<file path="config.mk">
export PLATFORM = sky130hd
export DESIGN_NAME = sigmoid_lut_q88
export DESIGN_NICKNAME = d
export VERILOG_FILES = /design/src/rtl/sigmoid_lut_q88.sv
export SDC_FILE = /design/constraint.sdc
export NUM_CORES = 1
export LEC_CHECK = 0
export ABC_CLOCK_PERIOD_IN_PS = 3200
export CAP_MARGIN = 30
export CORE_MARGIN = 5
export CORE_UTILIZATION = 55
export CTS_BUF_LIST = sky130_fd_sc_hd__clkbuf_4
export DETAILED_ROUTE_END_ITERATION = 12
export DONT_BUFFER_PORTS = 1
export GPL_TIMING_DRIVEN = 0
export PLACE_DENSITY = 0.81
export SETUP_SLACK_MARGIN = 0.1
export SYNTH_ARGS = -nofsm -noshare
export SYNTH_HDL_FRONTEND = slang
export SYNTH_SLANG_ARGS = --single-unit
export TNS_END_PERCENT = 20
</file>
<file path="constraint.sdc">
create_clock -name clk -period 3.2 [get_ports clk]
set_input_delay 0.64 -clock clk [delete_from_list [all_inputs] [get_ports clk]]
set_output_delay 0.64 -clock clk [all_outputs]
set_load 0.1 [all_outputs]
</file>
<file path="src/rtl/sigmoid_lut_q88.sv">
// sigmoid_lut_q88: two-stage pipelined logistic sigmoid for signed Q8.8 data.
// Stage 1 folds the operand to |x| and splits it into ROM index, fraction and
// a saturation flag. Stage 2 looks up the positive half and mirrors it for
// negative inputs, so out(-x) = 256 - out(x) holds exactly.
// Build option: define SIGMOID_INTERP_EN for linear interpolation between
// ROM entries. Otherwise the lookup is nearest-lower and the fraction is ignored.
module sigmoid_lut_q88 #(
  parameter int DATA_W    = 16,
  parameter int LUT_DEPTH = 128
) (
  input  logic              clk,
  input  logic              rst,
  input  logic              in_valid,
  input  logic [DATA_W-1:0] in_val,
  output logic              out_valid,
  output logic [DATA_W-1:0] out_val
);

  localparam int IDX_W = $clog2(LUT_DEPTH);
  localparam logic [8:0] ONE_Q = 9'd256;
  // |x| at or above 8.0 is pinned to 1.0 (or 0.0 after mirroring).
  localparam logic [DATA_W:0] SAT_TH = 17'h00800;

  // round(256 / (1 + exp(-k/16))). The extra entry at LUT_DEPTH is the
  // upper interpolation endpoint for the last segment.
  localparam logic [8:0] LUT [0:LUT_DEPTH] = '{
    9'd128, 9'd132, 9'd136, 9'd140, 9'd144, 9'd148, 9'd152, 9'd156,
    9'd159, 9'd163, 9'd167, 9'd170, 9'd174, 9'd177, 9'd181, 9'd184,
    9'd187, 9'd190, 9'd193, 9'd196, 9'd199, 9'd202, 9'd204, 9'd207,
    9'd209, 9'd212, 9'd214, 9'd216, 9'd218, 9'd220, 9'd222, 9'd224,
    9'd225, 9'd227, 9'd229, 9'd230, 9'd232, 9'd233, 9'd234, 9'd235,
    9'd237, 9'd238, 9'd239, 9'd240, 9'd241, 9'd241, 9'd242, 9'd243,
    9'd244, 9'd245, 9'd245, 9'd246, 9'd246, 9'd247, 9'd248, 9'd248,
    9'd248, 9'd249, 9'd249, 9'd250, 9'd250, 9'd250, 9'd251, 9'd251,
    9'd251, 9'd252, 9'd252, 9'd252, 9'd252, 9'd253, 9'd253, 9'd253,
    9'd253, 9'd253, 9'd254, 9'd254, 9'd254, 9'd254, 9'd254, 9'd254,
    9'd254, 9'd254, 9'd254, 9'd255, 9'd255, 9'd255, 9'd255, 9'd255,
    9'd255, 9'd255, 9'd255, 9'd255, 9'd255, 9'd255, 9'd255, 9'd255,
    9'd255, 9'd255, 9'd255, 9'd255, 9'd256, 9'd256, 9'd256, 9'd256,
    9'd256, 9'd256, 9'd256, 9'd256, 9'd256, 9'd256, 9'd256, 9'd256,
    9'd256, 9'd256, 9'd256, 9'd256, 9'd256, 9'd256, 9'd256, 9'd256,
    9'd256, 9'd256, 9'd256, 9'd256, 9'd256, 9'd256, 9'd256, 9'd256,
    9'd256
  };

  // Stage 1 state
  logic             s1_valid_q, s1_valid_d;
  logic             s1_sign_q,  s1_sign_d;
  logic             s1_sat_q,   s1_sat_d;
  logic [IDX_W-1:0] s1_idx_q,   s1_idx_d;
`ifdef SIGMOID_INTERP_EN
  logic [3:0]       s1_frac_q,  s1_frac_d;
  logic [8:0]       lut_hi_s;
  logic [12:0]      prod_s;
  logic [8:0]       interp_s;
`endif

  // Stage 2 state
  logic              out_valid_q, out_valid_d;
  logic [DATA_W-1:0] out_val_q,   out_val_d;

  // Stage 1 combinational helpers
  logic [DATA_W:0] in_ext_s;
  logic [DATA_W:0] mag_s;
  logic [8:0]      lut_lo_s;
  logic [8:0]      tbl_s;
  logic [8:0]      pos_s;
  logic [8:0]      res_s;

  // Fold the operand to a 17-bit magnitude and split it for the lookup.
  always_comb begin
    in_ext_s   = {in_val[DATA_W-1], in_val};
    mag_s      = in_ext_s;
    s1_valid_d = in_valid;
    s1_sign_d  = s1_sign_q;
    s1_sat_d   = s1_sat_q;
    s1_idx_d   = s1_idx_q;
`ifdef SIGMOID_INTERP_EN
    s1_frac_d  = s1_frac_q;
`endif
    if (in_val[DATA_W-1]) begin
      mag_s = -in_ext_s;
    end else begin
      mag_s = in_ext_s;
    end
    if (in_valid) begin
      s1_sign_d = in_val[DATA_W-1];
      s1_sat_d  = (mag_s >= SAT_TH);
      s1_idx_d  = mag_s[10:4];
`ifdef SIGMOID_INTERP_EN
      s1_frac_d = mag_s[3:0];
`endif
    end else begin
      s1_sign_d = s1_sign_q;
      s1_sat_d  = s1_sat_q;
      s1_idx_d  = s1_idx_q;
    end
  end

  // Look up the positive half, saturate, then mirror for negative inputs.
  always_comb begin
    lut_lo_s = LUT[{1'b0, s1_idx_q}];
`ifdef SIGMOID_INTERP_EN
    lut_hi_s = LUT[{1'b0, s1_idx_q} + 8'd1];
    prod_s   = {4'd0, lut_hi_s - lut_lo_s} * {9'd0, s1_frac_q};
    interp_s = 9'(prod_s >> 4);
    tbl_s    = lut_lo_s + interp_s;
`else
    tbl_s    = lut_lo_s;
`endif
    pos_s       = tbl_s;
    res_s       = tbl_s;
    out_valid_d = s1_valid_q;
    out_val_d   = out_val_q;
    if (s1_sat_q) begin
      pos_s = ONE_Q;
    end else begin
      pos_s = tbl_s;
    end
    if (s1_sign_q) begin
      res_s = ONE_Q - pos_s;
    end else begin
      res_s = pos_s;
    end
    if (s1_valid_q) begin
      out_val_d = {7'd0, res_s};
    end else begin
      out_val_d = out_val_q;
    end
  end

  // Pipeline registers; reset discards anything in flight.
  always_ff @(posedge clk or posedge rst) begin
    if (rst) begin
      s1_valid_q  <= 1'b0;
      s1_sign_q   <= 1'b0;
      s1_sat_q    <= 1'b0;
      s1_idx_q    <= 7'd0;
`ifdef SIGMOID_INTERP_EN
      s1_frac_q   <= 4'd0;
`endif
      out_valid_q <= 1'b0;
      out_val_q   <= 16'd0;
    end else begin
      s1_valid_q  <= s1_valid_d;
      s1_sign_q   <= s1_sign_d;
      s1_sat_q    <= s1_sat_d;
      s1_idx_q    <= s1_idx_d;
`ifdef SIGMOID_INTERP_EN
      s1_frac_q   <= s1_frac_d;
`endif
      out_valid_q <= out_valid_d;
      out_val_q   <= out_val_d;
    end
  end

  assign out_valid = out_valid_q;
  assign out_val   = out_val_q;

endmodule

</file>
==> results of run 1 <==
## logic make-up (layout without fill, tap and decap cells)
logic type / after synthesis / after routing / share of synthesized area
xor+xnor: 11 / 11 / 0.0497
simple gates: 84 / 84 / 0.212
compound gates: 72 / 72 / 0.265
flops: 20 / 20 / 0.258
mux: 9 / 9 / 0.0504
fa+ha+maj: 10 / 10 / 0.0646
buf+inv: 39 / 45 / 0.0988
other cells: 1 / 7 / 0.00193
## Yosys cell counts (all sizes together) (2+ instances only)
cell type   n
nor2       29
a21oi      21
dfrtp      20
nand2      18
buf        17
inv        14
o21ai      11
ha         10
xor2        9
clkbuf      8
a31oi       6
mux2        6
nand2b      6
nand3       6
nor2b       6
o31ai       6
a211oi      4
nand4       4
o311ai      4
mux2i       3
nor3        3
o211ai      3
or3         3
a31o        2
a41o        2
and2        2
and3        2
nor4        2
o31a        2
o41ai       2
xnor2       2
## per-layer routing
| metal | vias to the layer above | track usage | wire (um) |
|---|---|---|---|
| met5 | - | 0 | 0 |
| met4 | 0 | 0.0282 | 55 |
| met3 | 12 | 0.0478 | 419 |
| met2 | 96 | 0.304 | 2170 |
| met1 | 860 | 0.249 | 1880 |
| li1 | 890 | - | - |
## where the power goes
group	internal [uW]	total (uW)	switching (uW)
clock	126	205	78.7
combinational	160	418	259
sequential	288	509	221
total	574	1130	559
## sequential cells by signal, indices dropped and copies added (netlist names)
register	count
s1_idx_q	7
s1_sat_q	1
out_valid	1
s1_sign_q	1
out_valid_d	1
out_val	9
## through the flow
step           total power, uW  worst slack [ps]  hold slack [ps]
2_1_floorplan              834               254              352
3_5_place_dp               908              -240              385
5_1_grt                   1190               115              323
4_1_cts                   1120               105              349
6_report                  1130               326              329
3_3_place_gp               901              -218              359
## worst min path at each step
stage / from / to / slack [ps] / cells past startpoint
global placement: out_valid_d / out_valid / 360 / 0
detailed placement: out_valid_d / out_valid / 380 / 0
floorplan: out_valid_d / out_valid / 350 / 0
finish: rst / out_val[0] / 330 / 1
CTS: in_valid / out_valid_d / 350 / 0
global route: in_valid / out_valid_d / 320 / 0
## timing repair
item	CTS	global route
pin swaps	1	0
endpoints found under the setup margin	4	5
gates resized for setup	5	6
hold buffers	0	0
setup buffers	1	1
## layout make-up
type	count	share of cell area
Tap cell	46	0.0272
Buffer	25	0.0674
Clock inverter	1	0.0142
Sequential cell	20	0.238
Multi-Input combinational cell	193	0.611
Timing Repair Buffer	2	0.00710
Clock buffer	3	0.0106
Inverter	14	0.0248
## worst max-delay path: cells and delay by family, from the launching register on
kind            cells  cell delay, ps
buf+inv             4             490
xor+xnor            1             180
flops               1             390
fa+ha+maj           2             380
compound gates      4            1000
simple gates        2             320
==> impl_results.md, run 1 <==
* Status: finished, final reports clean
* Cells along the critical path: clkbuf_4 -> inv_2 -> ha_1 -> nor2b_1 -> o31a_1 -> o311ai_2 -> nand3_1 -> inv_1 -> ha_1 -> inv_1 -> o41ai_2 -> xor2_1 -> a21oi_1
* HP Class: input port to async pin
* CP Launch Point: s1_idx_q[1]
* Finished layout cell area at 2120 sq um
* Die area at 4810 sq um
* Tot GR Track Use at 0.185
* CP Class: flip-flop to flip-flop
* Startpoint Class: flip-flop
* Max Cap Viol at 0
* Setup TNS at 0 ps
* Global placer's final weighted congestion at 0.977
* Layout cells sized above 1 at 0.163
* CTS tree: yes
* Total length of routed wires at 4530 um
* Non-Filler Instances at 304
* Chip width at around 70 um
* Final setup violation count at 0
* Final hold violation count at 0
* Via count at 1858
* YS warnings at 0
* Synth cell types at 53
* Cell Area, Placed at 2020 sq um
* Max frequency at 348 MHz
* Detailed-route DRC error count at 0
* Crit path capture type: flip-flop
* CP max stage cell: dfrtp_2
* # clock sinks at 20
* Vias in the first global route at between 1500 and 2000
* Rows at 21
* Synth area leader: dfrtp_1
* Worst Setup EP: out_val[6]
* Area growth from synthesis to layout at 9.17%
* Reg area at 503 sq um
* Overflow left after global routing at 0
* Post-synthesis instance area at ~1900 sq um
* Clock-pin slew on the worst setup and hold paths at 120 ps
* Post-detail-place hpwl at 3340 um
* CTS H-tree lvls at 1
* Top_reg_cell synth: dfrtp_1
* IO Pins at 36
* Path depth of the worst reg2reg path at 13
* Post-layout min period at 2870 ps
* # diodes at 0
* #FFs+latches synth at 20
* Initial antenna violation count at 0
* Final slew viol count at 0
* IR drop worst, VDD at 0.000344 V
* Clock Skews at 2.67 ps
* Core area at 3360 sq um
* Crit path max fanout at 10
* Synth area leaders: dfrtp_1, ha_1, nor2_1
* Util after Layout at 0.629
* Worst slew margin at 0.400
* Seq/Total Area, Yosys at 0.258
* Leak at approximately 0.00091 uW
* Root Driver: clkbuf_4
* Largest net degree at the start of global routing at 21
* Num CTS Buffers at 3
* Critical path required time at 3380 ps
* Synth Instances at ~250
* R2r startpoint: s1_idx_q[1]
* Pwr dens at 535 nW/um^2
* Reg-to-reg endpoint: out_val[6]
* Placed Cells incl. Taps at 298
* Routed WL per cell at 14.9 um
* Asr flop ratio synth at 1.00
* Port Buffers at 0
* Initial DRC Count at 179
* Final #Nets at 288
* Filler cell count at about 300
* Max incr delay on CP at 390 ps
* Skew-Pair Late Insertion Delay at roughly 300 ps
* Reg-to-reg slack, setup at roughly 330 ps
* Number of flops mapped to enable cells by yosys at 0
* TritonRoute pass-1 iters at 4
* Die height at 69.4 um
* Share of the synthesized area in the top cell type at 0.258
* WP data arrival at 3050 ps
* RSZ-0062 raised after global routing: no
* Most common cell after layout, fill and taps aside: nor2_1
* Slew @ Worst Pin at 901 ps
* First-pass GRT wire length at 7670 um
* Clock buffer depth at 2
* Area of the multi-input gates at 1290 sq um
* Initial core utilization at 0.576
* Drt via density at 6.11
* Commonest non-fill, non-tap cells in the layout: nor2_1, a21oi_1, nand2_1, dfrtp_1, inv_1
* ANT nets after route at 0
* Syn Area/Cell at 7.88 sq um
* Fin crit share at 0.898
(Power assumes the default switching activity.)
==> run 2, diff against run 1 <==
Settings changed: CTS_CLUSTER_SIZE from default to 10.
==> results of run 2 <==
The final DEF is identical to that of run 1; final timing and power are the same.
